==> config.mk <==
export PLATFORM = sky130hd
export DESIGN_NAME = ic_req_flit_fifo
export DESIGN_NICKNAME = d
export VERILOG_FILES = /design/src/rtl/ic_req_flit_fifo.sv
export SDC_FILE = /design/constraint.sdc
export NUM_CORES = 1
export LEC_CHECK = 0
export ABC_AREA = 1
export BUFFER_PORTS_ARGS = -buffer_cell sky130_fd_sc_hd__buf_4
export CAP_MARGIN = 15
export CORE_MARGIN = 2
export CORE_UTILIZATION = 25
export DETAILED_ROUTE_END_ITERATION = 8
export PLACE_DENSITY = 0.51
export SLEW_MARGIN = 10
export SYNTH_ARGS = -nofsm -noshare
export SYNTH_HDL_FRONTEND = slang
export SYNTH_SLANG_ARGS = --single-unit
==> constraint.sdc <==
create_clock -name clk -period 4.6 [get_ports clk]
set_input_delay 1.15 -clock clk [delete_from_list [all_inputs] [get_ports clk]]
set_output_delay 1.15 -clock clk [all_outputs]
set_load 0.02 [all_outputs]
==> src/rtl/ic_req_flit_fifo.sv <==
// Store-and-forward flit buffer between the ICache request upload FSM and the ring arbiter.
// A packet is offered downstream only once all of its flits are buffered.
module ic_req_flit_fifo #(
    parameter int DEPTH     = 8,
    parameter int AW        = 3,
    parameter int PKT_FLITS = 3
) (
    input  logic          clk,
    input  logic          rst,
    input  logic [15:0]   ic_flit_in,
    input  logic          v_ic_flit_in,
    output logic          req_fifo_rdy,
    output logic [15:0]   flit_out,
    output logic          v_flit_out,
    output logic          flit_head,
    output logic          flit_tail,
    input  logic          flit_ack,
    output logic [AW:0]   flit_count
);

    localparam int FW = (PKT_FLITS > 1) ? $clog2(PKT_FLITS) : 1;
    localparam logic [FW-1:0] LAST = FW'(PKT_FLITS - 1);
    localparam logic [AW:0]   FULL = (AW + 1)'(DEPTH);

    logic [15:0]   mem [DEPTH];
    logic [AW-1:0] wr_ptr;
    logic [AW-1:0] rd_ptr;
    logic [AW:0]   count;
    logic [AW:0]   pkt_cnt;
    logic [FW-1:0] wr_flit_cnt;
    logic [FW-1:0] rd_flit_cnt;

    logic wr_en;
    logic rd_en;
    logic wr_last;
    logic rd_last;
    logic pkt_inc;
    logic pkt_dec;

    // rdy must not depend on v_ic_flit_in: upstream valid is gated by it
    assign req_fifo_rdy = !rst && (count < FULL);
    assign v_flit_out   = (pkt_cnt != '0);
    assign flit_out     = mem[rd_ptr];
    assign flit_head    = v_flit_out && (rd_flit_cnt == '0);
    assign flit_tail    = v_flit_out && (rd_flit_cnt == LAST);
    assign flit_count   = count;

    assign wr_en   = v_ic_flit_in && req_fifo_rdy;
    assign rd_en   = flit_ack && v_flit_out;
    assign wr_last = (wr_flit_cnt == LAST);
    assign rd_last = (rd_flit_cnt == LAST);
    assign pkt_inc = wr_en && wr_last;
    assign pkt_dec = rd_en && rd_last;

    always_ff @(posedge clk) begin
        if (wr_en) begin
            mem[wr_ptr] <= ic_flit_in;
        end
        if (rst) begin
            wr_ptr      <= '0;
            rd_ptr      <= '0;
            count       <= '0;
            pkt_cnt     <= '0;
            wr_flit_cnt <= '0;
            rd_flit_cnt <= '0;
        end else begin
            if (wr_en) begin
                wr_ptr      <= wr_ptr + AW'(1);
                wr_flit_cnt <= wr_last ? '0 : wr_flit_cnt + FW'(1);
            end
            if (rd_en) begin
                rd_ptr      <= rd_ptr + AW'(1);
                rd_flit_cnt <= rd_last ? '0 : rd_flit_cnt + FW'(1);
            end
            case ({wr_en, rd_en})
                2'b10:   count <= count + (AW + 1)'(1);
                2'b01:   count <= count - (AW + 1)'(1);
                default: count <= count;
            endcase
            case ({pkt_inc, pkt_dec})
                2'b10:   pkt_cnt <= pkt_cnt + (AW + 1)'(1);
                2'b01:   pkt_cnt <= pkt_cnt - (AW + 1)'(1);
                default: pkt_cnt <= pkt_cnt;
            endcase
        end
    end

endmodule

==> impl_results.md, run 1 <==
* Share of layout cells above drive strength 1 at 0.164
* Post-Route Skew at 0.00549 ns
* Residual DRC at 0
* Crit path required time at 3.45 ns
* Vias in the first global route at 4004
* Die area at 25800 sq um
* Post-CTS Setup Inserts at 0
* First-pass GRT wire length at 21.6 mm
* Final HPWL DP at 8.33 mm
* Antenna viol nets, final at 0
* Num ports at 44
* Fmax at 309 MHz
* Die Span Y at 161 um
* Syn avg cell area at 11.9 sq um
* Die Span X at 161 um
* Status: finished clean
* Synth Instances at 517
* Cell Chain, Critical Path: buf_4 -> nor2_1 -> nor2_1 -> o21ai_0 -> o21ai_1 -> nand2_1 -> nand2_1 -> buf_4
* Peak supply drop at 0.233 mV
* RSZ-0062 raised after global routing: false
* Largest net degree at the start of global routing at 65
* LEAKAGE at 0.00264 uW
* Worst Tran Pin Value at 0.755 ns
* GRT Residual Overflow at 0
* Largest fanout on the critical path at 27
* CTS buffer count at 17
* Crit share post-route at 0.704
* Worst path arrival time at 2.09 ns
* Final setup vio count at 0
* Area Overhead vs Synth at 20.2%
* CTS sink count at 149
* Min cycle time layout at 3.24 ns
* FF-to-FF setup slack at 2.44 ns
* Power density over the cells at 408 nW/um^2
* Post-DR wirelength/cell at 15.1 um
* Iteration-0 DRC Markers at 192
* Final Max Slew Viols at 0
* Hold violation total from the final report at 0
* Core ar. at 24200 sq um
* CTS root buf: clkbuf_16
* CTS max path bufs at 2
* Number of core rows at 57
* Seq/Total Area, Yosys at 0.696
* Antenna Cells at 0
* Yosys reg bits at 149
* Crit-path max cell delay at 0.54 ns
* Clk slew on worst S/H paths at 0.06 ns
* CP Launch Type: flop
* H-tree depth at 4
* WL final at 13.7 mm
* Worst Setup End Kind: primary output
* MaxCap Viol Count at 0
* Met3 wire length at 701 um
* Worst skew pair latency at 0.42 ns
* Wl on met1 at 6.16 mm
* Final Non-Filler Cells at 904
* GPL Wtd Cong at 0.749
* Post-cts hold buffer count at 0
* Fin worst setup slack at 1.36 ns
* Vias at 4022
* Post-Place Worst Slack at 1.48 ns
* Fin Setup TNS at 0 ns
* GRT Overall Usage at 0.109
* Layout Utilization at 0.305
* Max layer used: met4
* Final hold slack at 0.491 ns
* Synth warn at 0
* Critical path type: flop to primary output
* Slew HR at 0.496
* Synthesized cell area at 6130 sq um
* Library cells used by synthesis at 29
* WL met2 at 6.54 mm
* # port buffers at 43
* Post-cts repair resize count at 0
* Initial Utilization at 0.253
* Initial antenna violation count at 0
* Layout net count at 596
* Vias per cell at 4.45
* First drt pass iteration count at 4
* CP max-delay cell: dfxtp_2
* Placed Cells at 872
* Mapped Nets at 545
* Hold crit path type: flop to flop
* CTS tree: built
## synth_stat cells (all sizes together)
library cell	count	share of area
mux2i	16	0.026
nor3	3	0.0024
edfxtp	128	0.63
inv	31	0.019
o22ai	16	0.016
clkbuf	4	0.0029
a21oi	16	0.013
nor3b	1	0.0012
nor2	88	0.056
nand2	74	0.046
xnor2	4	0.0057
o21ai	77	0.063
dfxtp	21	0.069
xor2	2	0.0029
buf	19	0.024
nand3	8	0.0065
ha	8	0.016
nand4	1	0.0020
## power breakdown
group	leakage [uW]	total, uW	switching (uW)	internal [uW]
Clock	0.000273	1330	539	793
Sequential	0.00133	1500	14.0	1490
Combinational	0.00104	173	109	63.9
Total	0.00264	3010	662	2350
## through the flow
step	total power (uW)	cell area (sq um)
after floorplan	1630	6130
after CTS	3030	7340
after global routing	3110	7360
after detailed placement	1710	6780
after global placement	1700	6780
final	3010	7360
## state kept, by name, summed over array words and instances, names as in the netlist, named ones only
register     flops
mem            128
flit_count       4
pkt_cnt          4
rd_ptr           3
wr_ptr           3
rd_flit_cnt      2
wr_flit_cnt      2
## worst paths after layout
check	endpoint	startpoint	cells past startpoint
hold reg to reg	flop	rd_ptr[0]	1
setup reg to reg	pkt_cnt[2]	pkt_cnt[1]	13
hold / removal	flop	rd_ptr[0]	1
setup / recovery	flit_out[8]	flop	8
## cells in the final DEF (no fill, tap or decap), types with 2 or more instances in the layout
cell,n
edfxtp_1,128
nor2_1,83
nand2_1,72
o21ai_0,60
buf_4,54
inv_1,28
dfxtp_1,19
o21ai_1,17
clkbuf_16,17
mux2i_1,16
o22ai_1,16
a21oi_1,16
nand3_1,8
ha_1,8
nor2_2,5
xnor2_1,4
nor3_1,3
inv_6,3
clkinv_1,3
nand2_2,2
inv_2,2
xor2_1,2
dfxtp_2,2
bufinv_16,2
clkinv_2,2
clkinv_4,2
## layout make-up
class,instances,area [sq um]
timing repair buffer,55,433
clock inverter,13,133
clock buffer,18,429
multi-input combinational,314,1580
sequential,149,4270
inverter,31,119
tap,324,405
fill,2445,16800
## per-layer routing
layer / GRT usage / vias up
met5: 0 / -
met4: 0.0446 / 0
met3: 0.0307 / 25
met2: 0.181 / 85
met1: 0.135 / 2003
li1: - / 1909
## kinds of logic after synthesis
kind of cell	Yosys count	synth area share
muxes	16	0.0261
AOI/OAI and AO/OA	109	0.0923
adders and majority gates	8	0.0163
DFF	149	0.696
xor gates and xnor gates	6	0.00857
and+or+nand+nor	175	0.114
buffers and inverters	54	0.0465
## worst max-delay path: cells and delay by family (launching register included)
kind / cells / cell delay (ns)
buffers and inverters: 2 / 0.56
flip-flops: 1 / 0.54
AND/OR/NAND/NOR: 4 / 0.38
AO/OA/AOI/OAI: 2 / 0.18
Note: power is estimated with default switching activity, not from simulation.
==> run 2: changes to the inputs <==
clock period = 3.1 ns   (was 4.6 ns; I/O delays follow)
==> impl_results.md, run 2 (same netlist as run 1, synthesis figures left out) <==
* Post-DR wirelength/cell at 14.9 um (was 15.1 um)
* Min cycle time layout at 2.86 ns
* MaxCap Viol Count at 0 (unchanged)
* Layout Utilization at 0.304 (was 0.305)
* Area Overhead vs Synth at 20.0% (was 20.2%)
* Largest register FFs at 128 (unchanged)
* Number of core rows at 57 (unchanged)
* Logic pwr share at 0.058 (was 0.057)
* Critical path type: flop to primary output (unchanged)
* Final setup vio count at 0 (unchanged)
* Final Max Slew Viols at 0 (unchanged)
* Antenna Cells at 0 (unchanged)
* Sw frac at 0.222 (was 0.220)
* Vias in the first global route at 3996 (was 4004)
* LEAKAGE at 0.00263 uW (was 0.00264 uW)
* Switching pwr at 974 uW (was 662 uW)
* Post-cts repair resize count at 0 (unchanged)
* WL final at 13.5 mm (was 13.7 mm)
* Fin Setup TNS at 0 ns (unchanged)
* Worst Tran Pin Value at 0.761 ns (was 0.755 ns)
* Power density over the cells at 597 nW/um^2 (was 408 nW/um^2)
* Cell Chain, Critical Path: buf_12 -> o21ai_0 -> o22ai_1 -> nand2_1 -> nand2_1 -> buf_4 (was buf_4 -> nor2_1 -> nor2_1 -> o21ai_0 -> o21ai_1 -> nand2_1 -> nand2_1 -> buf_4)
* Worst skew pair latency at 0.42 ns (about the same)
* Flop pwr share at 0.508 (was 0.500)
* CTS sink count at 149 (unchanged)
* RSZ-0062 raised after global routing: false (unchanged)
* Die Span Y at 161 um (unchanged)
* Post-Route Skew at 0.0102 ns (was 0.00549 ns)
* Peak supply drop at 0.354 mV (was 0.233 mV)
* Critical Path Most Common Cell: nand2_1
* Share of layout cells above drive strength 1 at 0.167 (was 0.164)
* Worst path arrival time at 2.08 ns (was 2.09 ns)
* CTS max path bufs at 2 (unchanged)
* Post-CTS Setup Inserts at 0 (unchanged)
* Vias at 3898 (was 4022)
* CTS tree: built (unchanged)
* CTS root buf: clkbuf_16 (unchanged)
* Largest net degree at the start of global routing at 49 (was 65)
* First drt pass iteration count at 4 (unchanged)
* Die area at 25800 sq um (unchanged)
* CP max-delay cell: dfxtp_2 (unchanged)
* Die Span X at 161 um (unchanged)
* Post-cts hold buffer count at 0 (unchanged)
* GPL Wtd Cong at 0.756 (was 0.749)
* Most frequent cells in the layout: 128 x edfxtp_1, 83 x nor2_1, 72 x nand2_1 (unchanged)
* First-pass GRT wire length at 21.2 mm (was 21.6 mm)
* Initial antenna violation count at 0 (unchanged)
* Core ar. at 24200 sq um (unchanged)
* Vias per cell at 4.31 (was 4.45)
* Crit path required time at 2.32 ns (was 3.45 ns)
* Slew HR at 0.492 (was 0.496)
* H-tree depth at 4 (unchanged)
* Status: finished clean (unchanged)
* Filler Cell Count at 2423 (was 2445)
* Largest register by flop count: mem (unchanged)
* Layout net count at 596 (unchanged)
* Largest fanout on the critical path at 33 (was 27)
* Iteration-0 DRC Markers at 248 (was 192)
* GRT Residual Overflow at 0 (unchanged)
* Crit-path max cell delay at 0.75 ns (was 0.54 ns)
* Residual DRC at 0 (unchanged)
* Initial Utilization at 0.253 (unchanged)
* Fmax at 350 MHz
* Antenna viol nets, final at 0 (unchanged)
* Most common cell after layout, fill and taps aside: edfxtp_1 (unchanged)
* Crit share post-route at 0.922
* Hold crit path type: flop to flop (unchanged)
* Clock power share at 0.434 (was 0.443)
* Num ports at 44 (unchanged)
* CP Launch Type: flop (unchanged)
* # port buffers at 43 (unchanged)
* Int Pwr at 3410 uW (was 2350 uW)
* Final HPWL DP at 7.86 mm (was 8.33 mm)
* GRT Overall Usage at 0.108 (was 0.109)
* Hold violation total from the final report at 0 (unchanged)
* CTS buffer count at 17 (unchanged)
* Worst Setup End Kind: primary output (unchanged)
* Clk slew on worst S/H paths at 0.06 ns (about the same)
==> run 2: per-stage QoR <==
step	setup slack, ns	hold WS (ns)	cells	area, sq um	power (uW)
floorplan	0.630	0.451	517	6130	2410
global placement	0.653	0.460	873	6800	2520
detailed placement	0.459	0.480	873	6800	2530
CTS	0.197	0.491	905	7350	4450
global route	0.0596	0.525	905	7350	4550
finish	0.241	0.487	905	7350	4390
==> run 2: cell type report <==
cell class                 instances  area [sq um]  share of cell area
sequential                       149          4270               0.580
tap                              324           405              0.0551
timing repair buffer              55           425              0.0579
clock buffer                      18           429              0.0584
multi-input combinational        314          1580               0.215
clock inverter                    14           128              0.0174
inverter                          31           119              0.0162
==> run 2: worst paths after layout <==
check / slack (ns) / cells after the start / to / start
max: 0.24 / 6 / flit_out[14] / flop
min: 0.49 / 1 / rd_ptr[0] / rd_ptr[0]
max reg2reg: 0.85 / 13 / pkt_cnt[2] / pkt_cnt[1]
min reg2reg: 0.49 / 1 / rd_ptr[0] / rd_ptr[0]
==> run 2: critical path, delay by kind of cell, from the launching register on <==
family          cells  cell delay [ns]
simple gates        2             0.20
compound gates      2             0.28
flops               1             0.75
buf+inv             2             0.41
==> run 2: power groups by stage <==
stage,Sequential [uW],Clock (uW),Combinational [uW]
2_1_floorplan,2270,0,141
3_5_place_dp,2270,0,257
6_report,2230,1900,253
5_1_grt,2230,2040,283
3_3_place_gp,2270,0,248
4_1_cts,2230,1960,258
==> run 2: layer usage <==
| metal | vias up | wire, um | global-route usage |
|---|---|---|---|
| li1 | 1918 | - | - |
| met1 | 1890 | 6240 | 0.131 |
| met4 | 0 | 149 | 0.0397 |
| met5 | - | 0 | 0 |
| met2 | 79 | 6450 | 0.183 |
| met3 | 11 | 634 | 0.0323 |
==> run 3: changes to the inputs <==
PLACE_DENSITY = not set   (was 0.51)
PLACE_DENSITY_LB_ADDON = 0.12   (was not set)
==> impl_results.md, run 3 (same netlist as run 1, synthesis figures left out) <==
* CTS sink count at 149 (unchanged)
* Switching pwr at 1060 uW (was 974 uW)
* Crit path required time at 2.32 ns (about the same)
* CTS root buf: clkbuf_16 (unchanged)
* Initial antenna violation count at 0 (unchanged)
* Residual DRC at 0 (unchanged)
* Crit-path max cell delay at 0.50 ns (was 0.75 ns)
* Worst hold endpoint: wr_ptr[0] (was rd_ptr[0])
* Critical path type: flop to primary output (unchanged)
* Final Non-Filler Cells at 908 (was 905)
* Fin area at 7430 sq um (was 7350 sq um)
* GRT Residual Overflow at 0 (unchanged)
* Worst skew pair latency at 0.42 ns (about the same)
* Die Span Y at 161 um (unchanged)
* Flop pwr share at 0.485 (was 0.508)
* Largest fanout on the critical path at 26 (was 33)
* Logic pwr share at 0.056 (was 0.058)
* Antenna viol nets, final at 0 (unchanged)
* Hold_sp: wr_ptr[0] (was rd_ptr[0])
* Clock power share at 0.459 (was 0.434)
* Initial Utilization at 0.253 (unchanged)
* Int Pwr at 3530 uW (was 3410 uW)
* Layout net count at 599 (was 596)
* Crit share post-route at 0.897 (was 0.922)
* Worst Setup End Kind: primary output (unchanged)
* Final setup vio count at 0 (unchanged)
* Slew HR at 0.603 (was 0.492)
* Post-place instance area at 6820 sq um (was 6800 sq um)
* Die area at 25800 sq um (unchanged)
* LEAKAGE at 0.00267 uW (was 0.00263 uW)
* Largest register FFs at 128 (unchanged)
* Post-Route Skew at 0.00830 ns (was 0.0102 ns)
* CTS max path bufs at 2 (unchanged)
* GR Util met2 at 0.197 (was 0.183)
* Filler Cell Count at 2421 (was 2423)
* Vias in the first global route at 3874 (was 3996)
* Most common cell after layout, fill and taps aside: edfxtp_1 (unchanged)
* CP max-delay cell: dfxtp_2 (unchanged)
* First-pass GRT wire length at 21.8 mm (was 21.2 mm)
* Worst path arrival time at 2.01 ns (was 2.08 ns)
* Peak supply drop at 0.323 mV (was 0.354 mV)
* CTS tree: built (unchanged)
* Cell Chain, Critical Path: buf_4 -> nor2_1 -> nor2_1 -> o21ai_0 -> o21ai_1 -> nand2_1 -> nand2_1 -> buf_4 (was buf_12 -> o21ai_0 -> o22ai_1 -> nand2_1 -> nand2_1 -> buf_4)
* GPL Wtd Cong at 0.763 (was 0.756)
* Final Max Slew Viols at 0 (unchanged)
* Met3 Resource Use GR at 0.0356 (was 0.0323)
* FF-to-FF setup slack at 0.94 ns (was 0.85 ns)
* GRT Overall Usage at 0.114 (was 0.108)
* Post-cts hold buffer count at 0 (unchanged)
* Share of layout cells above drive strength 1 at 0.175 (was 0.167)
* Status: finished clean (unchanged)
* Final hold slack at 0.491 ns (was 0.487 ns)
* Seq. cell area at 4270 sq um (unchanged)
* Final HPWL DP at 8.17 mm (was 7.86 mm)
* Post-DR wirelength/cell at 15.6 um (was 14.9 um)
* Area Overhead vs Synth at 21.2% (was 20.0%)
* WL final at 14.1 mm (was 13.5 mm)
* # port buffers at 43 (unchanged)
* First drt pass iteration count at 4 (unchanged)
* Area used by multi-input combinational logic at 1580 sq um (unchanged)
* RSZ-0062 raised after global routing: false (unchanged)
* Min cycle time layout at 2.78 ns (was 2.86 ns)
* Fmax at 359 MHz (was 350 MHz)
* Vias at 3879 (was 3898)
* Core ar. at 24200 sq um (unchanged)
* Num ports at 44 (unchanged)
* Busiest grt layer: met2 (unchanged)
* Clk slew on worst S/H paths at 0.07 ns (was 0.06 ns)
* Number of core rows at 57 (unchanged)
* Fin Setup TNS at 0 ns (unchanged)
* Antenna Cells at 0 (unchanged)
* Post-CTS Setup Inserts at 0 (unchanged)
* Hold violation total from the final report at 0 (unchanged)
* Vias per cell at 4.27 (was 4.31)
* H-tree depth at 4 (unchanged)
* Worst Tran Pin Value at 0.595 ns (was 0.761 ns)
* R2R Path End: pkt_cnt[2] (unchanged)
* GR Layer Usage met1 at 0.137 (was 0.131)
* Hold crit path type: flop to flop (unchanged)
* Most frequent cells in the layout: 128 x edfxtp_1, 83 x nor2_1, 72 x nand2_1 (unchanged)
* Placed Cells at 876 (was 873)
* CP Launch Type: flop (unchanged)
* FF-to-FF path depth at 13 (unchanged)
* Power density over the cells at 618 nW/um^2 (was 597 nW/um^2)
* Post-cts repair resize count at 0 (unchanged)
* Iteration-0 DRC Markers at 267 (was 248)
* Largest net degree at the start of global routing at 49 (unchanged)
* Sw frac at 0.231 (was 0.222)
* RR Startpoint: pkt_cnt[1] (unchanged)
* MaxCap Viol Count at 0 (unchanged)
* Die Span X at 161 um (unchanged)
* Hold path cells at 2 (was 1)
* Largest register by flop count: mem (unchanged)
* CTS buffer count at 17 (unchanged)
## run 3: changes by cell type in the layout (fill, tap and decap cells not counted), sizes merged
cell,delta
clkinv,-6
inv,+5
buf,+3
bufinv,+1
clkbuf,-1
clkinvlp,+1
## run 3: worst max path at each step
| stage | slack (ns) | cells past startpoint | end |
|---|---|---|---|
| 6_report | 0.32 | 8 | flit_out[13] |
| 3_5_place_dp | 0.56 | 14 | pkt_cnt[2] |
| 2_1_floorplan | 0.63 | 5 | mem[0][0] |
| 3_3_place_gp | 0.62 | 14 | pkt_cnt[2] |
| 4_1_cts | 0.24 | 8 | flit_out[13] |
| 5_1_grt | 0.11 | 8 | flit_out[13] |
## run 3: critical path: cells and delay by family (launching register included)
| family | cells | cell delay [ns] |
|---|---|---|
| buffers and inverters | 2 | 0.55 |
| DFF | 1 | 0.50 |
| and+or+nand+nor | 4 | 0.35 |
| AOI/OAI and AO/OA | 2 | 0.18 |
## run 3: power groups by stage
stage          registers [uW]  logic [uW]  clock network [uW]
2_1_floorplan            2270         141                   0
3_3_place_gp             2270         257                   0
3_5_place_dp             2270         261                   0
4_1_cts                  2230         262                2170
5_1_grt                  2230         287                2260
6_report                 2230         256                2110
## run 3: cell type report
cell class	count	area share
Tap cell	324	0.0546
Sequential cell	149	0.574
Clock buffer	17	0.0573
Inverter	31	0.0160
Clock inverter	15	0.0248
Timing Repair Buffer	58	0.0603
Multi-Input combinational cell	314	0.213
## run 3: layer usage
layer / share of wire / up-vias
met5: 0 / -
met4: 0.0093 / 0
met3: 0.032 / 9
met2: 0.51 / 57
met1: 0.45 / 1896
li1: - / 1917
## run 3: through the flow
step	util	worst slack (ns)	power (uW)
final	0.307	0.318	4590
after global routing	0.307	0.106	4770
after CTS	0.307	0.241	4660
after detailed placement	0.282	0.557	2530
after global placement	0.282	0.616	2530
after floorplan	-	0.630	2410
